[config.mk]
export PLATFORM = sky130hd
export DESIGN_NAME = wr_arb_ctrl
export DESIGN_NICKNAME = d
export VERILOG_FILES = /design/src/rtl/wr_arb_ctrl.sv
export SDC_FILE = /design/constraint.sdc
export NUM_CORES = 1
export LEC_CHECK = 0
export ABC_AREA = 0
export CORE_MARGIN = 5
export CORE_UTILIZATION = 38
export CTS_CLUSTER_SIZE = 24
export DETAILED_ROUTE_END_ITERATION = 8
export HOLD_SLACK_MARGIN = 0.15
export PLACE_DENSITY = 0.83
export REMOVE_ABC_BUFFERS = 1
export SLEW_MARGIN = 5
export SYNTH_ARGS = -nofsm -noshare
export SYNTH_HDL_FRONTEND = slang
export SYNTH_SLANG_ARGS = --single-unit
export TNS_END_PERCENT = 30
[constraint.sdc]
create_clock -name wr_clk -period 3.9 [get_ports wr_clk]
set_input_delay 0.78 -clock wr_clk [delete_from_list [all_inputs] [get_ports wr_clk]]
set_output_delay 0.78 -clock wr_clk [all_outputs]
set_load 0.02 [all_outputs]
[src/rtl/wr_arb_ctrl.sv]
// wr_arb_ctrl: round-robin arbiter feeding one FIFO write port.
// A two-state FSM (IDLE/WRITE) caps throughput at one write per two cycles.
// This gives the FIFO full flag time to reflect the previous write before the next grant.
// Optional feature: define WR_ARB_OVF_CNT_EN to add a saturating 16-bit overflow counter (ovf_cnt).
`ifndef WIDTH
`define WIDTH 8
`endif

module wr_arb_ctrl #(
  parameter int NUM_REQ = 4
) (
  input  logic                       wr_clk,
  input  logic                       res,
  input  logic [NUM_REQ-1:0]         req,
  input  logic [NUM_REQ*`WIDTH-1:0]  req_data,
  output logic [NUM_REQ-1:0]         gnt,
  input  logic                       full,
  input  logic                       overflow,
  output logic                       wr_en,
  output logic [`WIDTH-1:0]          wdata
`ifdef WR_ARB_OVF_CNT_EN
  ,
  output logic [15:0]                ovf_cnt
`endif
);

  localparam int IDX_W = (NUM_REQ > 1) ? $clog2(NUM_REQ) : 1;

  typedef enum logic {
    IDLE  = 1'b0,
    WRITE = 1'b1
  } state_t;

  state_t              state_q;
  logic [IDX_W-1:0]    last_gnt_q;
  logic                wr_en_q;
  logic [`WIDTH-1:0]   wdata_q;

  logic [IDX_W-1:0]    gnt_idx_d;
  logic                found_d;
  logic                grant_fire;
  logic [IDX_W-1:0]    cand;

  // Round-robin search: first active requester after last_gnt, wrapping.
  always_comb begin
    gnt_idx_d = last_gnt_q;
    found_d   = 1'b0;
    cand      = '0;
    for (int k = 1; k <= NUM_REQ; k++) begin
      cand = IDX_W'((int'(last_gnt_q) + k) % NUM_REQ);
      if (!found_d && req[cand]) begin
        found_d   = 1'b1;
        gnt_idx_d = cand;
      end
    end
  end

  // A grant fires only from IDLE, with room in the FIFO and reset released.
  assign grant_fire = (state_q == IDLE) && !full && found_d && !res;
  assign gnt        = grant_fire ? (NUM_REQ'(1) << gnt_idx_d) : '0;

  // FSM with registered write enable and data; wdata holds between writes.
  always_ff @(posedge wr_clk) begin
    if (res) begin
      state_q    <= IDLE;
      wr_en_q    <= 1'b0;
      wdata_q    <= '0;
      last_gnt_q <= IDX_W'(NUM_REQ - 1);
    end else begin
      case (state_q)
        IDLE: begin
          if (grant_fire) begin
            state_q    <= WRITE;
            wr_en_q    <= 1'b1;
            wdata_q    <= req_data[int'(gnt_idx_d)*`WIDTH +: `WIDTH];
            last_gnt_q <= gnt_idx_d;
          end else begin
            wr_en_q    <= 1'b0;
          end
        end
        WRITE: begin
          state_q <= IDLE;
          wr_en_q <= 1'b0;
        end
        default: begin
          state_q <= IDLE;
          wr_en_q <= 1'b0;
        end
      endcase
    end
  end

  assign wr_en = wr_en_q;
  assign wdata = wdata_q;

`ifdef WR_ARB_OVF_CNT_EN
  logic [15:0] ovf_cnt_q;

  // Count overflow cycles, sticking at all-ones.
  always_ff @(posedge wr_clk) begin
    if (res) begin
      ovf_cnt_q <= '0;
    end else if (overflow && (ovf_cnt_q != 16'hFFFF)) begin
      ovf_cnt_q <= ovf_cnt_q + 16'd1;
    end
  end

  assign ovf_cnt = ovf_cnt_q;
`else
  // Overflow has no consumer when the counter is compiled out.
  logic unused_overflow;
  assign unused_overflow = overflow;
`endif

endmodule

==> impl_metrics.env, run 1 <==
export IMPL_fillers=157
export IMPL_synth_common_cells="a211oi_1 (16), and3_1 (11), dfxtp_1 (11)"
export IMPL_cts_buffer_depth=2
export IMPL_row_count=16
export IMPL_tns_ns=0
export IMPL_postLayoutCoreUtil=0.7222
export IMPL_netlist_area_leader_share=0.2772
export IMPL_core_um2=1982
export IMPL_ir_drop_uv=223.9
export IMPL_period_needed_ns=3.644
export IMPL_end_kind="primary output"
export IMPL_synth_top_cells_by_area="dfxtp_1 (28%), a211oi_1 (15%), and3_1 (8.7%)"
export IMPL_gp_congestion=0.7866
export IMPL_synth_ff_type="dfxtp_1"
export IMPL_track_usage=0.1889
export IMPL_antenna_left=0
export IMPL_stdcell_area_um2=1431
export IMPL_rsz0062_at_grt="false"
export IMPL_drive_gt1_frac=0.1699
export IMPL_setup_viol=0
export IMPL_slew_headroom=0.6668
export IMPL_cp_required_ns=3.12
export IMPL_grt_max_degree=17
export IMPL_slew_violations=0
export IMPL_synth_seq_cells=11
export IMPL_leakagePower_nw=0.5635
export IMPL_synth_area_um2=794.5
export IMPL_cts_tree="built"
export IMPL_clock_latency_ns=0.28
export IMPL_reg2regPathDepth=5
export IMPL_cts_hold_buf=0
export IMPL_hp_class="register to register"
export IMPL_tightest_slew_ns=0.4981
export IMPL_die_h_um=55.73
export IMPL_drt_iter0_markers=39
export IMPL_max_cap_violations=0
export IMPL_timing_critical_path_from_type="input pin"
export IMPL_die_area_um2=3105
export IMPL_root_buffer="clkbuf_4"
export IMPL_port_buffers=51
export IMPL_initial_core_util=0.4009
export IMPL_drt_wl_total_um=2841
export IMPL_area_delta_synth_final_pct=80.16
export IMPL_max_freq_ghz=0.2744
export IMPL_place_inst=176
export IMPL_syn_avg_cell_area_um2=8.452
export IMPL_grt_antenna_before_repair=0
export IMPL_pin_count=53
export IMPL_synth_top_area_cell="dfxtp_1"
export IMPL_nets=194
export IMPL_grt_pass1_wl_um=4843
export IMPL_holdPathStages=2
export IMPL_pwr_density_cell_nw_per_um2=274.7
export IMPL_avgViaCountPerCell=5.633
export IMPL_synth_distinct_cells=27
export IMPL_diodes=0
export IMPL_dr_pass1_iters=4
export IMPL_dpl_hpwl_um=2184
export IMPL_cts_resized=0
export IMPL_power_mw=0.3932
export IMPL_syn_inst=94
export IMPL_die_w_um=55.73
export IMPL_htree_levels=1
export IMPL_yosysMostFrequentCell="a211oi_1"
export IMPL_seq_area_frac_synth=0.2772
export IMPL_finalHoldViolCount=0
export IMPL_worstPathArrival_ns=2.86
export IMPL_critPathMaxFanout=4
export IMPL_fin_crit_sh=0.9343
export IMPL_status="finished clean"
export IMPL_critPathKind="input pin to primary output"
export IMPL_cts_setup_buffers=0
export IMPL_cts_sinks=11
export IMPL_vias=1014
export IMPL_overflow=0
export IMPL_finClkSkew_ns=0.01437
export IMPL_grt_pass1_vias=1041
export IMPL_synth_edf_count=0
export IMPL_synth_warnings=0
export IMPL_placed_area_um2=1404
export IMPL_cts_buffers=3
export IMPL_stdcell_count=180
export IMPL_reg2reg_slack_ns=2.08
export IMPL_async_reset_ff_frac=0
export IMPL_cts_clk_slew_worst_paths_ns=0.08
export IMPL_drc=0
export IMPL_wl_per_cell_um=15.78
==> layout by cell type, fill, tap and decap left out, drive strengths merged <==
cell	netlist	layout
nand3b	8	8
nor2	4	4
and3	16	16
and2	1	1
buf	3	12
a211oi	16	16
nor2b	1	1
clkinv	0	1
inv	3	3
nor3	5	5
a221o	1	1
o41ai	1	1
o211ai	1	1
nand2b	2	2
a21o	1	1
o31ai	8	8
o21ai	1	1
clkdlybuf4s50	0	51
a221oi	1	1
a21oi	1	1
a211o	2	2
dfxtp	11	11
clkbuf	5	3
or3	1	1
nand2	1	1
==> metrics by stage <==
step,setup slack (ns),hold WS (ns)
after global routing,0.1280,0.5124
after CTS,0.2442,0.4921
after floorplan,0.7762,0.5208
after detailed placement,0.2625,0.4733
final,0.2563,0.4912
after global placement,0.2674,0.4727
==> logic make-up (layout without fill, tap and decap cells) <==
kind of cell | count (synthesis) | count (layout) | share of synthesized area
buffers and inverters | 11 | 70 | 0.07558
AO/OA/AOI/OAI | 33 | 33 | 0.3370
flip-flops | 11 | 11 | 0.2772
AND/OR/NAND/NOR | 39 | 39 | 0.3103
==> cell type report <==
cell class	count	area (µm²)	share of cell area
Clock inverter	1	5.005	0.003497
Timing Repair Buffer	63	613.1	0.4283
Inverter	3	11.26	0.007867
Sequential cell	11	220.2	0.1538
Tap cell	27	33.78	0.02360
Multi-Input combinational cell	72	525.5	0.3671
Clock buffer	3	22.52	0.01573
==> registers in the layout, summed over array words and instances, names as in the netlist <==
signal / count
wdata: 8
last_gnt_q: 2
wr_en: 1
==> critical path, stage by stage <==
cell	delay, ns
clkdlybuf4s50_1	0.42
nor2b_1	0.17
a21o_1	0.19
a221o_1	0.42
nor3_1	0.23
clkdlybuf4s50_1	0.64
==> path summary, 6_finish.rpt <==
check | start | to
max reg2reg | wr_en$_SDFF_PP0_ | last_gnt_q[1]$_SDFFE_PP1P_
min | wdata[3]$_SDFFE_PP0P_ | wdata[3]$_SDFFE_PP0P_
min reg2reg | wdata[3]$_SDFFE_PP0P_ | wdata[3]$_SDFFE_PP0P_
max | req[3] | gnt[2]
==> power by group <==
group          leakage, nW  internal [mW]  switching [mW]
clock network       0.0177         0.0380          0.0419
logic                0.455          0.102          0.0792
registers           0.0908          0.125         0.00772
==> per-layer routing <==
layer	global-route usage	part of all wire	vias to the layer above
met2	0.3125	0.46	59
met5	0	0	-
li1	-	-	485
met1	0.2305	0.44	464
met3	0.05568	0.078	6
met4	0.06597	0.017	0
No activity file was read; power rests on OpenSTA's default activity.
==> inputs of run 2 (changes only) <==
Settings changed: ABC_AREA 0 to unset, PLACE_DENSITY 0.83 to 0.85.
==> impl_metrics.env, run 2 (same netlist as run 1, synthesis figures left out) <==
export IMPL_root_buffer="clkbuf_4"
export IMPL_die_w_um=55.73
export IMPL_slew_violations=0
export IMPL_cts_hold_buf=0
export IMPL_diodes=0
export IMPL_cp_slowest_cell="clkdlybuf4s50_1"
export IMPL_critPathKind="input pin to primary output"
export IMPL_grt_antenna_before_repair=0
export IMPL_clock_latency_ns=0.26
export IMPL_max_cap_violations=0
export IMPL_drive_gt1_frac=0.1579
export IMPL_pin_count=53
export IMPL_critical_path_buf_inv_count=2
export IMPL_drt_iter0_markers=21
export IMPL_grt_pass1_vias=1003
export IMPL_row_count=16
export IMPL_avgViaCountPerCell=5.631
export IMPL_largest_register_ffs=8
export IMPL_end_kind="primary output"
export IMPL_critPathMaxFanout=6
export IMPL_die_h_um=55.73
export IMPL_critPathMaxStageDelay_ns=0.65
export IMPL_crit_path_cell_trace="clkdlybuf4s50_1, nor2b_1, a21o_1, a221o_1, nor3_1, clkdlybuf4s50_1"
export IMPL_reg2reg_slack_ns=1.92
export IMPL_die_area_um2=3105
export IMPL_nets=193
export IMPL_mostFrequentLayoutCells="clkdlybuf4s50_1 (51), a211oi_1 (16), and3_1 (11), dfxtp_1 (11), buf_4 (11)"
export IMPL_hp_class="register to register"
export IMPL_drt_wl_total_um=2824
export IMPL_port_buffers=51
export IMPL_slew_headroom=0.5977
export IMPL_tns_ns=0
export IMPL_cts_tree="built"
export IMPL_status="finished clean"
export IMPL_cts_buffer_depth=2
export IMPL_pwr_density_cell_nw_per_um2=273.6
export IMPL_crit_family="buffers and inverters"
export IMPL_cp_required_ns=3.12
export IMPL_cp_common_cell="clkdlybuf4s50_1"
export IMPL_cts_clk_slew_worst_paths_ns=0.07
export IMPL_drc=0
export IMPL_fin_crit_sh=0.9523
export IMPL_track_usage=0.1887
export IMPL_overflow=0
export IMPL_place_worst_setup_slack_ns=0.1874
export IMPL_grt_pass1_wl_um=4823
export IMPL_dpl_hpwl_um=2264
export IMPL_period_needed_ns=3.714
export IMPL_cts_buffers=3
export IMPL_antenna_left=0
export IMPL_gp_congestion=0.7343
export IMPL_setup_ws_ns=0.1860
export IMPL_ir_drop_uv=209.0
export IMPL_htree_levels=1
export IMPL_grt_max_degree=13
export IMPL_cts_sinks=11
export IMPL_setup_viol=0
export IMPL_max_freq_ghz=0.2693
export IMPL_layout_commonest_cell="clkdlybuf4s50_1"
export IMPL_core_um2=1982
export IMPL_worstPathArrival_ns=2.93
export IMPL_finClkSkew_ns=0.004193
export IMPL_rsz0062_at_grt="false"
export IMPL_initial_core_util=0.4009
export IMPL_dr_pass1_iters=4
export IMPL_cts_setup_buffers=0
export IMPL_cts_resized=0
export IMPL_leakagePower_nw=0.5511
export IMPL_tightest_slew_ns=0.6013
export IMPL_finalHoldViolCount=0
export IMPL_wl_per_cell_um=15.78
export IMPL_timing_critical_path_from_type="input pin"
export IMPL_area_delta_synth_final_pct=77.48
export IMPL_vias=1008
## run 2: cell count changes in the layout (fill, tap and decap cells not counted)
| cell | before | now |
|---|---|---|
| clkbuf_1 | 0 | 1 |
| clkinv_2 | 1 | 0 |
| buf_12 | 1 | 0 |
## run 2: layout make-up
class,instances,area [µm²]
Inverter,3,11.26
Multi-Input combinational cell,72,525.5
Timing Repair Buffer,62,593.1
Clock buffer,4,26.28
Fill cell,147,571.8
Sequential cell,11,220.2
Tap cell,27,33.78
## run 2: worst paths after layout
path	start	to	cells past startpoint
setup / recovery	req[3]	gnt[2]	6
hold / removal	wdata[5]$_SDFFE_PP0P_	wdata[5]$_SDFFE_PP0P_	2
setup reg to reg	last_gnt_q[0]$_SDFFE_PP1P_	last_gnt_q[0]$_SDFFE_PP1P_	6
hold reg to reg	wdata[5]$_SDFFE_PP0P_	wdata[5]$_SDFFE_PP0P_	2
## run 2: through the flow
stage                     instances  cell area (µm²)  utilization  hold WS, ns  total power [mW]
after detailed placement        175             1384       0.6982       0.4741            0.3106
after global routing            179             1410       0.7115       0.5155            0.4131
final                           179             1410       0.7115       0.4876            0.3858
after floorplan                  86            745.7            -       0.5208            0.2133
after global placement          175             1384       0.6982       0.4728            0.3054
after CTS                       179             1410       0.7115       0.4910            0.3882
## run 2: layer usage
layer / track usage / vias to the layer above / part of all wire
met5: 0 / - / 0
li1: - / 491 / -
met4: 0.03472 / 0 / 0.0046
met3: 0.06497 / 2 / 0.075
met1: 0.2372 / 479 / 0.43
met2: 0.3125 / 36 / 0.49
## run 2: worst register-to-register path, cell delays in order (launching register included)
cell and delay, ns:
dfxtp_1 0.43, nor2b_1 0.12, a21o_1 0.20, a221oi_2 0.54
buf_4 0.26, nor2_2 0.05, a211o_1 0.28
## run 2: report_power, final
part           switching, mW  total [mW]  internal (mW)  leakage [nW]
combinational         0.0789       0.176         0.0968         0.445
sequential           0.00786       0.132          0.125        0.0908
clock                 0.0383      0.0778         0.0395        0.0150
==> patch 1: new RTL, settings of run 1 <==
Add a define of `WR_ARB_OVF_CNT_EN`.
--- a/src/rtl/wr_arb_ctrl.sv
+++ b/src/rtl/wr_arb_ctrl.sv
@@ -3,4 +3,6 @@
 // This gives the FIFO full flag time to reflect the previous write before the next grant.
 // Optional feature: define WR_ARB_OVF_CNT_EN to add a saturating 16-bit overflow counter (ovf_cnt).
+`define WR_ARB_OVF_CNT_EN
+
 `ifndef WIDTH
 `define WIDTH 8
Formal check against the unedited RTL (old outputs only; new: ovf_cnt): equivalent (Yosys induction, for registers that start in step).
==> patch 1 against run 1 <==
Via count up 49%. Sequential cell count up 16. Setup slack worse by 37 ps. Register-to-register slack worse by 330 ps. Sequential power up 130%. Routed wire length up 41%. Power up 65%. Sequential share of layout area up 7.0 points. Final cell count up 63%. Area after synthesis up 110%. Count of clock-buffer cells in the layout up 1. Combinational power up 6%. Final area up 69%.
==> patch 1: results (changes against run 1) <==
CTS
The worst-skew pair later-pin latency is 260 ps (was 280 ps). The number of buffers created by CTS is 3 (unchanged). The maximum level of the CTS H-tree was 1 (unchanged). The clock tree root driver cell is sky130_fd_sc_hd__clkbuf_8 (was sky130_fd_sc_hd__clkbuf_4).

Critical path
The data arrival time of the critical path is 2900 ps (was 2860 ps). The critical register-to-register path endpoint is wdata[0] (was last_gnt_q[1]). The minimum setup slack among reg-to-reg paths is 1750 ps (was 2080 ps). The highest fanout seen on the critical path is 15 (was 4). The critical register-to-register path startpoint is last_gnt_q[1] (was wr_en).

Placement
The placer's final routability congestion estimate is 0.7949 (was 0.7866). The cell area reported after detailed placement is 0.002372 mm² (was 0.001404 mm²). The half-perimeter wire length of the detailed placement result was 3154 µm (was 2184 µm). The setup slack after placement came to 227.0 ps (was 262.5 ps). The count of port buffers added during placement is 68 (was 51).

Outcome
Status: finished clean (unchanged).

Hold path
The origin of the worst min-delay path is ovf_cnt[3] (was wdata[3]). The number of cells traversed by the worst hold path is 2 (unchanged). The worst min-delay path endpoint is ovf_cnt[3] (was wdata[3]).

Power
The static power due to leakage is 0.0009002 µW (was 0.0005635 µW). The maximum VDD drop is 0.1879 mV (was 0.2239 mV). The internal power of the cells came to 477.6 µW (was 264.5 µW).

Global route
The wire length of the first global-routing pass came to 6651 µm (was 4843 µm). The initial antenna violation count is 0 (unchanged). The total routing usage reported by global routing was 13.21% (was 18.89%). The pin count of the biggest net entering global routing came to 28 (was 17).

Drt
The total wire length was 4020 µm (was 2841 µm). The total via count after detailed routing is 1515 (was 1014). The routed length on met3 is 248 µm (was 222 µm).

The total length of routed met2 wires is 2031 µm (was 1315 µm). The violation count after the first detailed-route iteration is 54 (was 39). The first-pass iteration count of the detailed router was 4 (unchanged). The number of vias per cell after detailed routing came to 5.171 (was 5.633). The sum of routed wire segments on met1 is 1703 µm (was 1255 µm).

Logic synthesis
The sequential-to-total area share from yosys stat is 31.95% (was 27.72%). The post-synthesis cell count is 177 (was 94). The total number of yosys warnings is 0 (unchanged).

The unique cell type count in the Yosys netlist is 51 (was 27). Ranking of synthesized cells by area: sky130_fd_sc_hd__dfxtp_1 32%, sky130_fd_sc_hd__mux2_4 7.1%, sky130_fd_sc_hd__mux2_2 5.3% (was sky130_fd_sc_hd__dfxtp_1 28%, sky130_fd_sc_hd__a211oi_1 15%, sky130_fd_sc_hd__and3_1 8.7%). Top cells by count, synth: 27 x sky130_fd_sc_hd__dfxtp_1, 19 x sky130_fd_sc_hd__nor2_1, 9 x sky130_fd_sc_hd__nand2_1 (was 16 x sky130_fd_sc_hd__a211oi_1, 11 x sky130_fd_sc_hd__and3_1, 11 x sky130_fd_sc_hd__dfxtp_1). The mean cell area of the mapped netlist is 9.557 µm² (was 8.452 µm²).

STA
The final setup skew is 6.543 ps (was 14.37 ps). The smallest hold slack is 541.9 ps (was 491.2 ps). The transition time of the tightest slew-check pin is 558.1 ps (was 498.1 ps).

Finish
The filler cell count in the final layout is 384 (was 157). The number of flip-flops in the largest register is 16 (was 8). The net count reported at finish is 283 (was 194). The layout cell share with drive strength beyond 1 was 13.69% (was 16.99%).
## patch 1: cell types whose count changed after synthesis, moves of 9 or more
cell	run 1	this run
sky130_fd_sc_hd__nand2_1	0	9
sky130_fd_sc_hd__a211oi_1	16	0
sky130_fd_sc_hd__nor2_1	3	19
sky130_fd_sc_hd__dfxtp_1	11	27
## patch 1: how the worst max path moves through the flow
stage | start | end | slack (ps) | cells after the start
global route | req[3] | gnt[2] | 100 | 6
global placement | req[3] | gnt[2] | 260 | 6
CTS | req[3] | gnt[2] | 220 | 6
detailed placement | req[3] | gnt[2] | 230 | 6
floorplan | req[3] | gnt[1] | 1030 | 4
finish | req[3] | gnt[2] | 220 | 6
## patch 1: power groups by stage
stage	Sequential, µW	Clock, µW	Combinational, µW
floorplan	323	0	84.8
global placement	308	0	191
detailed placement	308	0	193
CTS	302	161	194
global route	304	173	205
finish	302	155	191
## patch 1: cell type report
class,instances,share of cell area (%)
inverters,1,0.1553
multi-input cells,138,43.84
flip-flops and latches,27,22.36
well taps,52,2.692
repair buffers,71,29.09
clock buffers,4,1.863
## patch 1: cell families after synthesis
kind of cell / synth area share [%]
XOR/XNOR: 5.177
buffers and inverters: 5.399
flip-flops: 31.95
adder cells (fa/ha/maj): 0.7395
multiplexers: 13.61
AND/OR/NAND/NOR: 25.89
AO/OA/AOI/OAI: 17.23
## patch 1: per-layer routing
metal	track usage, %	up-vias
met3	3.162	2
met2	24.45	33
met1	14.83	699
li1	-	781
met4	3.671	0
met5	0	-
## patch 1: worst max-delay path, cell delays in order
cell and delay, ps:
sky130_fd_sc_hd__clkdlybuf4s50_1 610, sky130_fd_sc_hd__nor2_2 100, sky130_fd_sc_hd__a2111oi_4 370, sky130_fd_sc_hd__buf_4 260
sky130_fd_sc_hd__and3_2 190, sky130_fd_sc_hd__clkdlybuf4s50_1 590
==> patch 2: new RTL, settings of run 1 <==
Made on the original files. The macro `WIDTH` goes from 8 to 9.
--- a/src/rtl/wr_arb_ctrl.sv
+++ b/src/rtl/wr_arb_ctrl.sv
@@ -4,5 +4,5 @@
 // Optional feature: define WR_ARB_OVF_CNT_EN to add a saturating 16-bit overflow counter (ovf_cnt).
 `ifndef WIDTH
-`define WIDTH 8
+`define WIDTH 9
 `endif
 
Interface: changed (resized req_data and wdata); port bits go from 53 to 58. The function was not compared with the original's and may differ.
==> patch 2 against run 1 <==
Final cell count grew 6.7%. Sequential power grew 9.8%. Sequential cell count grew 1. Final area grew 5.9%. Critical endpoint is now gnt[0]. Power grew 6.5%. Critical path type unchanged. Routed wire length grew 13%. Sequential share of layout area grew 0.47 points. Setup slack lost 14 ps. Area after synthesis grew 7.2%.
==> patch 2: results (changes against run 1) <==
Power
The maximum VDD drop is 0.1707 mV (was 0.2239 mV). The clock group power is 81.0 µW (was 79.8 µW). The fraction of power consumed by sequential logic is 34.6% (was 33.6%). The static power due to leakage came to 0.0005983 µW (was 0.0005635 µW). The power per cell area was 276.4 mW/mm² (was 274.7 mW/mm²).

The internal power of the cells is 278.1 µW (was 264.5 µW).

Hold path
The origin of the worst min-delay path is wdata[0] (was wdata[3]).

Placement
The count of port buffers added during placement came to 56 (was 51). The setup slack after placement came to 240.1 ps (was 262.5 ps). The cell area reported after detailed placement was 0.001493 mm² (was 0.001404 mm²). The half-perimeter wire length of the detailed placement result came to 2437 µm (was 2184 µm).

Drt
The number of vias per cell after detailed routing is 5.703 (was 5.633). The violation count after the first detailed-route iteration was 36 (was 39). The average detailed-routed wire length per instance was 16.70 µm (was 15.78 µm).

Outcome
Status: finished clean (unchanged).

Critical path
The stage delay of the slowest cell on the critical path is 660 ps (was 640 ps). The data arrival time of the critical path was 2880 ps (was 2860 ps). The minimum setup slack among reg-to-reg paths came to 2040 ps (was 2080 ps).

Global route
The total routing usage reported by global routing was 20.10% (was 18.89%). The wire length of the first global-routing pass is 5223 µm (was 4843 µm). The number of global-route vias before repair is 1136 (was 1041). The pin count of the biggest net entering global routing is 20 (was 17).

Finish
The sequential cell count is 12 (was 11). The number of multi-input combinational cells is 78 (was 72). The area added between synthesis and finish is 77.83% (was 80.16%). The layout cell share with drive strength beyond 1 was 10.98% (was 16.99%). The layout buffer count excluding clock buffers is 68 (was 63). The net count reported at finish came to 210 (was 194). The clock tree cell share of total cell area came to 1.486% (was 1.923%).

The number of flip-flops in the largest register came to 9 (was 8). The count of non-filler cells in the finished layout was 192 (was 180). The buffering overhead came to 42.94% (was 42.83%).

STA
The smallest hold slack came to 498.4 ps (was 491.2 ps).

Logic synthesis
The post-synthesis cell count is 104 (was 94). The unique cell type count in the Yosys netlist is 25 (was 27). Ranking of synthesized cells by area: sky130_fd_sc_hd__dfxtp_1 28%, sky130_fd_sc_hd__a211oi_1 16%, sky130_fd_sc_hd__and3_1 13% (was sky130_fd_sc_hd__dfxtp_1 28%, sky130_fd_sc_hd__a211oi_1 15%, sky130_fd_sc_hd__and3_1 8.7%). The sequential-to-total area share from yosys stat is 28.19% (was 27.72%).

Top cells by count, synth: 18 x sky130_fd_sc_hd__a211oi_1, 18 x sky130_fd_sc_hd__and3_1, 12 x sky130_fd_sc_hd__dfxtp_1 (was 16 x sky130_fd_sc_hd__a211oi_1, 11 x sky130_fd_sc_hd__and3_1, 11 x sky130_fd_sc_hd__dfxtp_1).
## patch 2: routing by layer
metal | vias to the layer above | share of wire, % | track usage [%]
li1 | 524 | - | -
met1 | 499 | 44 | 24.02
met2 | 59 | 44 | 32.58
met3 | 13 | 8.8 | 6.561
met4 | 0 | 2.8 | 8.940
met5 | - | 0 | 0
## patch 2: logic make-up (layout without fill, tap and decap cells)
| logic type | Yosys count | after routing | share of synthesized area (%) |
|---|---|---|---|
| and+or+nand+nor | 42 | 42 | 30.25 |
| buffers and inverters | 14 | 74 | 7.929 |
| DFF | 12 | 12 | 28.19 |
| AOI/OAI and AO/OA | 36 | 36 | 33.63 |
## patch 2: worst max-delay path by stage
| stage | to | slack [ps] | cells after the start |
|---|---|---|---|
| 5_1_grt | gnt[0] | 130 | 6 |
| 2_1_floorplan | gnt[0] | 330 | 4 |
| 3_5_place_dp | gnt[0] | 240 | 6 |
| 4_1_cts | gnt[0] | 210 | 6 |
| 6_report | gnt[0] | 240 | 6 |
| 3_3_place_gp | gnt[0] | 290 | 6 |
